## config.mk

```make
export PLATFORM = sky130hd
export DESIGN_NAME = msrh_rn_freelist_flat
export DESIGN_NICKNAME = d
export VERILOG_FILES = /design/src/rtl/msrh_rn_freelist_pkg.sv /design/src/rtl/msrh_rn_freelist_if.sv /design/src/rtl/msrh_rn_freelist_bank.sv /design/src/rtl/msrh_rn_freelist.sv /design/src/flat_wrapper.sv
export SDC_FILE = /design/constraint.sdc
export NUM_CORES = 1
export LEC_CHECK = 0
export ABC_AREA = 1
export CAP_MARGIN = 20
export CORE_MARGIN = 2
export CORE_UTILIZATION = 60
export CTS_BUF_LIST = sky130_fd_sc_hd__clkbuf_16
export DETAILED_ROUTE_END_ITERATION = 7
export PLACE_DENSITY = 0.78
export RECOVER_POWER = 25
export SLEW_MARGIN = 20
export SYNTH_ARGS = -nofsm -noshare
export SYNTH_HDL_FRONTEND = slang
export SYNTH_SLANG_ARGS = --single-unit
```

## constraint.sdc

```tcl
create_clock -name i_clk -period 3.2 [get_ports i_clk]
set_input_delay 0.64 -clock i_clk [delete_from_list [all_inputs] [get_ports i_clk]]
set_output_delay 0.64 -clock i_clk [all_outputs]
set_load 0.02 [all_outputs]
```

## src/rtl/msrh_rn_freelist_pkg.sv

```systemverilog
// Configuration and rename-stage shared types for the physical-register free list.
// The commit reclaim message and the reset RNID layout live here, so rename-map reset can reuse them.
package msrh_conf_pkg;
  localparam int DISP_SIZE = 2;
endpackage

package msrh_pkg;
  import msrh_conf_pkg::*;

  localparam int FLIST_SIZE = 32;
  localparam int RNID_W     = 7;

  typedef struct packed {
    logic                                commit;
    logic [DISP_SIZE-1:0]                rnid_valid;
    logic [DISP_SIZE-1:0][RNID_W-1:0]    old_rnid;
    logic [DISP_SIZE-1:0][RNID_W-1:0]    rd_rnid;
    logic [DISP_SIZE-1:0]                dead_id;
    logic                                all_dead;
  } cmt_rnid_upd_t;

  // RNIDs 0..31 hold the initial architectural mapping, so free entries start above them.
  function automatic int freelist_init_rnid(input int bank, input int idx);
    return 32 + bank * FLIST_SIZE + idx;
  endfunction
endpackage

```

## src/rtl/msrh_rn_freelist_if.sv

```systemverilog
// Allocation and reclaim bundle between rename/commit (master) and the free list (slave).
interface msrh_rn_freelist_if
  import msrh_pkg::*;
#(
  parameter int DISP_SIZE = msrh_conf_pkg::DISP_SIZE,
  parameter int RNID_W    = msrh_pkg::RNID_W,
  parameter int CNT_W     = $clog2(msrh_pkg::FLIST_SIZE) + 1
);
  logic [DISP_SIZE-1:0]               i_alloc_valid;
  logic [DISP_SIZE-1:0][RNID_W-1:0]   o_alloc_rnid;
  logic [DISP_SIZE-1:0]               o_empty;
  logic                               o_stall;
  logic [DISP_SIZE-1:0][CNT_W-1:0]    o_free_cnt;
  cmt_rnid_upd_t                      i_cmt_rnid_upd;
  logic                               o_err;

  modport master (
    output i_alloc_valid, i_cmt_rnid_upd,
    input  o_alloc_rnid, o_empty, o_stall, o_free_cnt, o_err
  );

  modport slave (
    input  i_alloc_valid, i_cmt_rnid_upd,
    output o_alloc_rnid, o_empty, o_stall, o_free_cnt, o_err
  );
endinterface

```

## src/rtl/msrh_rn_freelist_bank.sv

```systemverilog
// One circular FIFO of free RNIDs; reset fills entry k with INIT_BASE + k.
// Error flag is sticky until reset and covers pops on empty and pushes on full without a pop.
module msrh_freelist_bank
  import msrh_pkg::*;
#(
  parameter int SIZE      = 32,
  parameter int WIDTH     = 7,
  parameter int INIT_BASE = 32
) (
  input  logic                         clk,
  input  logic                         rst,
  input  logic                         pop_req,
  input  logic                         push_req,
  input  logic [WIDTH-1:0]             push_data,
  output logic [WIDTH-1:0]             head_data,
  output logic [$clog2(SIZE):0]        count,
  output logic                         empty,
  output logic                         err
);
  localparam int PTR_W = $clog2(SIZE);
  localparam int CNT_W = PTR_W + 1;

  logic [WIDTH-1:0] mem_q [SIZE];
  logic [WIDTH-1:0] mem_d [SIZE];
  logic [PTR_W-1:0] head_q, head_d, tail_q, tail_d;
  logic [CNT_W-1:0] count_q, count_d;
  logic             err_q, err_d;
  logic             full, do_pop, do_push;

  assign full  = (count_q == CNT_W'(SIZE));
  assign empty = (count_q == '0);

  // No write-to-read bypass: a pop on an empty bank is dropped even if a push lands this cycle.
  assign do_pop  = pop_req & ~empty;
  assign do_push = push_req & (~full | do_pop);

  always_comb begin
    mem_d   = mem_q;
    head_d  = head_q;
    tail_d  = tail_q;
    count_d = count_q;
    err_d   = err_q | (pop_req & empty) | (push_req & full & ~do_pop);
    if (do_push) begin
      mem_d[tail_q] = push_data;
      tail_d = (tail_q == PTR_W'(SIZE - 1)) ? '0 : tail_q + PTR_W'(1);
    end
    if (do_pop) begin
      head_d = (head_q == PTR_W'(SIZE - 1)) ? '0 : head_q + PTR_W'(1);
    end
    if (do_push && !do_pop) begin
      count_d = count_q + CNT_W'(1);
    end else if (do_pop && !do_push) begin
      count_d = count_q - CNT_W'(1);
    end
  end

  always_ff @(posedge clk) begin
    if (rst) begin
      for (int k = 0; k < SIZE; k++) begin
        mem_q[k] <= WIDTH'(INIT_BASE + k);
      end
      head_q  <= '0;
      tail_q  <= '0;
      count_q <= CNT_W'(SIZE);
      err_q   <= 1'b0;
    end else begin
      mem_q   <= mem_d;
      head_q  <= head_d;
      tail_q  <= tail_d;
      count_q <= count_d;
      err_q   <= err_d;
    end
  end

  assign head_data = mem_q[head_q];
  assign count     = count_q;
  assign err       = err_q;
endmodule

```

## src/rtl/msrh_rn_freelist.sv

```systemverilog
// Rename-stage free list: one bank per dispatch slot, refilled from commit reclaim messages.
// Dead (squashed) commits return their own rd_rnid; live commits return the displaced old_rnid.
module msrh_rn_freelist
  import msrh_pkg::*;
#(
  parameter int DISP_SIZE  = msrh_conf_pkg::DISP_SIZE,
  parameter int FLIST_SIZE = msrh_pkg::FLIST_SIZE,
  parameter int RNID_W     = msrh_pkg::RNID_W
) (
  input  logic                 i_clk,
  input  logic                 i_reset,
  msrh_rn_freelist_if.slave    fl_if
);
  logic [DISP_SIZE-1:0]             push_valid;
  logic [DISP_SIZE-1:0][RNID_W-1:0] push_rnid;
  logic [DISP_SIZE-1:0]             bank_err;

  always_comb begin
    push_valid = '0;
    push_rnid  = '0;
    for (int d = 0; d < DISP_SIZE; d++) begin
      push_valid[d] = fl_if.i_cmt_rnid_upd.commit & fl_if.i_cmt_rnid_upd.rnid_valid[d];
      push_rnid[d]  = (fl_if.i_cmt_rnid_upd.dead_id[d] | fl_if.i_cmt_rnid_upd.all_dead) ?
                      fl_if.i_cmt_rnid_upd.rd_rnid[d] : fl_if.i_cmt_rnid_upd.old_rnid[d];
    end
  end

  for (genvar d = 0; d < DISP_SIZE; d++) begin : g_bank
    msrh_freelist_bank #(
      .SIZE      (FLIST_SIZE),
      .WIDTH     (RNID_W),
      .INIT_BASE (freelist_init_rnid(d, 0))
    ) u_bank (
      .clk       (i_clk),
      .rst       (i_reset),
      .pop_req   (fl_if.i_alloc_valid[d]),
      .push_req  (push_valid[d]),
      .push_data (push_rnid[d]),
      .head_data (fl_if.o_alloc_rnid[d]),
      .count     (fl_if.o_free_cnt[d]),
      .empty     (fl_if.o_empty[d]),
      .err       (bank_err[d])
    );
  end

  assign fl_if.o_stall = |fl_if.o_empty;
  assign fl_if.o_err   = |bank_err;
endmodule
```

## src/flat_wrapper.sv

```systemverilog
// flat-port wrapper written by rule: the top's interface ports become plain ports
module msrh_rn_freelist_flat import msrh_pkg::*;
#(
  parameter int DISP_SIZE  = msrh_conf_pkg::DISP_SIZE,
  parameter int FLIST_SIZE = msrh_pkg::FLIST_SIZE,
  parameter int RNID_W     = msrh_pkg::RNID_W
)
  (i_clk, i_reset, fl_if_i_alloc_valid, fl_if_i_cmt_rnid_upd, fl_if_o_alloc_rnid, fl_if_o_empty, fl_if_o_stall, fl_if_o_free_cnt, fl_if_o_err);
  msrh_rn_freelist_if #(.DISP_SIZE(DISP_SIZE), .RNID_W(RNID_W)) fl_if_i ();
  input  logic i_clk;
  input  logic i_reset;
  input wire logic [$bits(fl_if_i.i_alloc_valid)-1:0] fl_if_i_alloc_valid;
  input wire logic [$bits(fl_if_i.i_cmt_rnid_upd)-1:0] fl_if_i_cmt_rnid_upd;
  output wire logic [$bits(fl_if_i.o_alloc_rnid)-1:0] fl_if_o_alloc_rnid;
  output wire logic [$bits(fl_if_i.o_empty)-1:0] fl_if_o_empty;
  output wire logic [$bits(fl_if_i.o_stall)-1:0] fl_if_o_stall;
  output wire logic [$bits(fl_if_i.o_free_cnt)-1:0] fl_if_o_free_cnt;
  output wire logic [$bits(fl_if_i.o_err)-1:0] fl_if_o_err;
  assign fl_if_i.i_alloc_valid = fl_if_i_alloc_valid;
  assign fl_if_i.i_cmt_rnid_upd = fl_if_i_cmt_rnid_upd;
  assign fl_if_o_alloc_rnid = fl_if_i.o_alloc_rnid;
  assign fl_if_o_empty = fl_if_i.o_empty;
  assign fl_if_o_stall = fl_if_i.o_stall;
  assign fl_if_o_free_cnt = fl_if_i.o_free_cnt;
  assign fl_if_o_err = fl_if_i.o_err;
  msrh_rn_freelist #(.DISP_SIZE(DISP_SIZE), .FLIST_SIZE(FLIST_SIZE), .RNID_W(RNID_W)) u_core (.i_clk(i_clk), .i_reset(i_reset), .fl_if(fl_if_i));
endmodule
```

==> impl_results.md <==
- DR iter-0 viols: 2,910
- Yosys top cell by area: sky130_fd_sc_hd__dfxtp_1
- Share of the yosys chip area belonging to registers: 37.5%
- Share of synthesized registers carrying an async set or reset: 0%
- Number of flops mapped to enable cells by yosys: 0
- Classification of the worst-slack hold path: reg -> reg
- ANT cells: 0
- P_leak: 14.4 nW
- Most frequent cells in the layout: sky130_fd_sc_hd__nand2_1 (1,377), sky130_fd_sc_hd__nand3_1 (984), sky130_fd_sc_hd__inv_1 (607)
- Half-perimeter wire length of the detailed placement result: 45,800 um
- Dominant register cell in the synthesized netlist: sky130_fd_sc_hd__dfxtp_1
- Clk Tree Root Cell: sky130_fd_sc_hd__clkbuf_16
- Synth Cell Area: 25,700 um2
- Synthesized Nets: 4,288
- Synth area leaders: sky130_fd_sc_hd__dfxtp_1 (38%), sky130_fd_sc_hd__nand2_1 (20%), sky130_fd_sc_hd__nand3_1 (19%)
- Cell depth of the worst min-delay path: 2
- Number of antenna violations at the first check in global routing: 0
- Fill cell instance count of the final layout: 3,952
- Top Layer Used: met4
- Residual overflow from global routing: 0
- Signed area change from the synthesized netlist to the final layout: 10.9%
- Number of sinks handled by clock tree synthesis: 482
- Rel. slew slack: 20.7%
- Remaining routing DRC violations: 0
- Max FO, Critical Path: 67
- Clock slew at the register clock pins of the worst setup and hold paths: 0.06 ns
- Unrepaired setup endpoints after global routing: false
- Crit-path most repeated cell: sky130_fd_sc_hd__nand2_1
- R2r setup slk: 0.75 ns
- FF/Latch Area: 9660 um2
- Total Neg Setup Slack: 0 ns
- Number of primary I/O pins: 68
- Avg Cell Area, Syn: 6.09 um2
- Chip Height: 211 um
- Met3 Routed Length: 5280 um
- Setup crit start kind: register
- Metal1 wirelength: 30,800 um
- Depth of the worst register-to-register path: 13
- Via count of the first global-routing pass: 23,391
- Post-Syn Instances: 4,222
- Destination of the worst register-to-register timing path: u_core.g_bank[1].u_bank.count[5]
- Post-Route Skew: 0.0111 ns
- Crit path required time: 2.56 ns
- Initial standard-cell utilization of the core: 61.0%
- WL final: 74,500 um
- Largest net degree at the start of global routing: 104
- Number of placement rows: 75
- Buffers inserted during post-CTS setup optimization: 0
- Max Cap Violations: 0
- Via Count: 25,814
- Crit path arrival time: 2.51 ns
- Share of the core filled with cells in the final layout: 67.7%
- Max Clk Rate: 0.317 GHz
- CTS tree: done
- Crit path capture type: output port
- Start of the worst register-to-register path: u_core.g_bank[1].u_bank.count[0]
- Clock Latency Late Sink: 0.60 ns
- Yosys synthesis warning count: 0
- Final hold violation count: 0
- Die Span X: 211 um
- Buffers added on ports: 67
- Number of CTS-inserted buffers: 51
- Number of detailed-route iterations in the first pass: 7
- Outcome: complete, no violations
- Max-slew violation count: 0
- Footprint of the multi-input gates: 12,800 um2
- Bufs on Longest Clock Path: 3
- Total die area: 44,500 um2
- Number of synthesized register bits: 482
- Post-route worst hold slack: 0.455 ns
- Core Area: 42,100 um2
- CP Launch Point: u_core.g_bank[1].u_bank.head_q[0]
- Nets@finish: 4,259
- Global router's overall resource usage: 33.3%
- Post-layout instance count excluding filler cells: 4,769
- Place WS: 0.314 ns
- Met2 wirelength from detailed routing: 34,700 um
- Peak supply drop: 0.374 mV
- Final setup vio count: 0
- DR vias/cell: 5.41
- Fraction of final layout cells with drive strength greater than 1: 4.82%
- Slowest-stage cell, CP: sky130_fd_sc_hd__dfxtp_4
- Dpl cells: 4,676
- Start-to-end type of the worst setup path: reg -> out
- Area share of the largest cell type after synthesis: 37.5%
- Shortest period the worst path allows: 3.15 ns
- Count of distinct cell types in the synthesized netlist: 30
- Level count of the clock H-tree: 2
- Fin worst setup slack: 0.0470 ns
- Timing endpoint of the critical path: fl_if_o_alloc_rnid[12]
- Routability congestion estimate from global placement: 0.900
- Antenna-violating nets left: 0
- Actual slew at the worst max-slew pin: 1.19 ns
- Portion of the clock cycle consumed by the worst path in the final layout: 98.5%
- Maximum cell stage delay along the critical path: 0.40 ns
- Hold Buf Count CTS: 0
- Total power density per cell area: 520 nW/um2
- Routed WL per cell: 15.6 um
- Most frequent standard cell in the layout excluding fill and tap cells: sky130_fd_sc_hd__nand2_1
- Global-route wire length before repair: 120,000 um
- Cells traversed along the worst timing path: clkinv_2 > buf_16 > nand2_1 > nand3_1 > nand3_1 > nand2_1 > nor2_1 > nand2_1 > nand2_1 > inv_1 > dlygate4sd2_1
[cells in the mapped netlist, types with 2 or more instances]
cell type	n
sky130_fd_sc_hd__xor2_1	9
sky130_fd_sc_hd__nor2_2	4
sky130_fd_sc_hd__o21ai_0	26
sky130_fd_sc_hd__o21ai_1	2
sky130_fd_sc_hd__nand2_1	1377
sky130_fd_sc_hd__buf_4	5
sky130_fd_sc_hd__dfxtp_1	482
sky130_fd_sc_hd__nand2_2	20
sky130_fd_sc_hd__buf_1	25
sky130_fd_sc_hd__o21ai_2	10
sky130_fd_sc_hd__inv_1	594
sky130_fd_sc_hd__a21oi_1	61
sky130_fd_sc_hd__fa_1	2
sky130_fd_sc_hd__buf_2	112
sky130_fd_sc_hd__xnor2_1	2
sky130_fd_sc_hd__nand3_1	985
sky130_fd_sc_hd__ha_1	26
sky130_fd_sc_hd__a31oi_1	2
sky130_fd_sc_hd__clkinv_1	2
sky130_fd_sc_hd__nor2_1	355
sky130_fd_sc_hd__nor3_1	4
sky130_fd_sc_hd__nand4_1	5
sky130_fd_sc_hd__nor2_4	2
sky130_fd_sc_hd__clkbuf_1	95
sky130_fd_sc_hd__o211ai_1	6
sky130_fd_sc_hd__inv_2	5
[report_power, final]
part / leakage [nW] / switching [W] / total [W] / internal (W)
combinational: 9.73 / 0.00219 / 0.00321 / 0.00102
sequential: 3.90 / 0.000116 / 0.00623 / 0.00611
clock: 0.784 / 0.00244 / 0.00539 / 0.00295
total: 14.4 / 0.00475 / 0.0148 / 0.0101
[final cells by class]
cell class / count / share of cell area [%]
Timing Repair Buffer: 155 / 5.79
Inverter: 601 / 7.97
Clock buffer: 53 / 4.65
Tap cell: 539 / 2.37
Clock inverter: 37 / 0.505
Sequential cell: 482 / 33.9
Multi-Input combinational cell: 2902 / 44.8
[registers in the layout, indices dropped and copies added, names as in the netlist]
register,count
u_core.g_bank.u_bank.mem_q,448
u_core.g_bank.u_bank.count,12
u_core.g_bank.u_bank.head_q,10
u_core.g_bank.u_bank.tail_q,10
u_core.g_bank.u_bank.err,2
[worst min-delay path by stage]
| stage | slack (ns) | startpoint | to |
|---|---|---|---|
| floorplan | 0.43 | u_core.g_bank[1].u_bank.mem_q[104] | u_core.g_bank[1].u_bank.mem_q[104] |
| global placement | 0.44 | u_core.g_bank[0].u_bank.mem_q[166] | u_core.g_bank[0].u_bank.mem_q[166] |
| detailed placement | 0.44 | u_core.g_bank[1].u_bank.mem_q[210] | u_core.g_bank[1].u_bank.mem_q[210] |
| CTS | 0.46 | u_core.g_bank[1].u_bank.mem_q[2] | u_core.g_bank[1].u_bank.mem_q[2] |
| global route | 0.48 | u_core.g_bank[1].u_bank.mem_q[8] | u_core.g_bank[1].u_bank.mem_q[8] |
| finish | 0.45 | u_core.g_bank[0].u_bank.mem_q[194] | u_core.g_bank[0].u_bank.mem_q[194] |
[routing by layer]
metal  up-vias  global-route usage, %
met3       234                   4.22
li1      13026                      -
met5         -                      0
met1     11481                   42.6
met4         0                   18.2
met2      1073                   54.7
[kinds of logic (layout without fill, tap and decap cells)]
kind of cell	Yosys count	after routing	share of synthesized area, %
xor+xnor	11	11	0.375
compound gates	107	107	2.30
simple gates	2756	2756	45.5
flops	482	482	37.5
buf+inv	838	846	12.9
fa+ha+maj	28	28	1.42
[through the flow]
stage               power (W)  instance area [um2]
floorplan             0.00839                25700
global placement      0.00946                27000
detailed placement    0.00948                27000
CTS                    0.0148                28500
global route           0.0154                28500
finish                 0.0148                28500
[worst max-delay path: cells and delay by family (launching register included)]
| family | cells | cell delay (ns) |
|---|---|---|
| buffers and inverters | 4 | 0.71 |
| flip-flops | 1 | 0.40 |
| AND/OR/NAND/NOR | 7 | 0.78 |
[what timing repair did]
item,in CTS,in global routing
resized for setup,26,6
cloned,2,1
endpoints found under the setup margin,14,4
pin swaps,0,0
hold endpoints to repair,0,0
No activity file was read; power rests on OpenSTA's default activity.
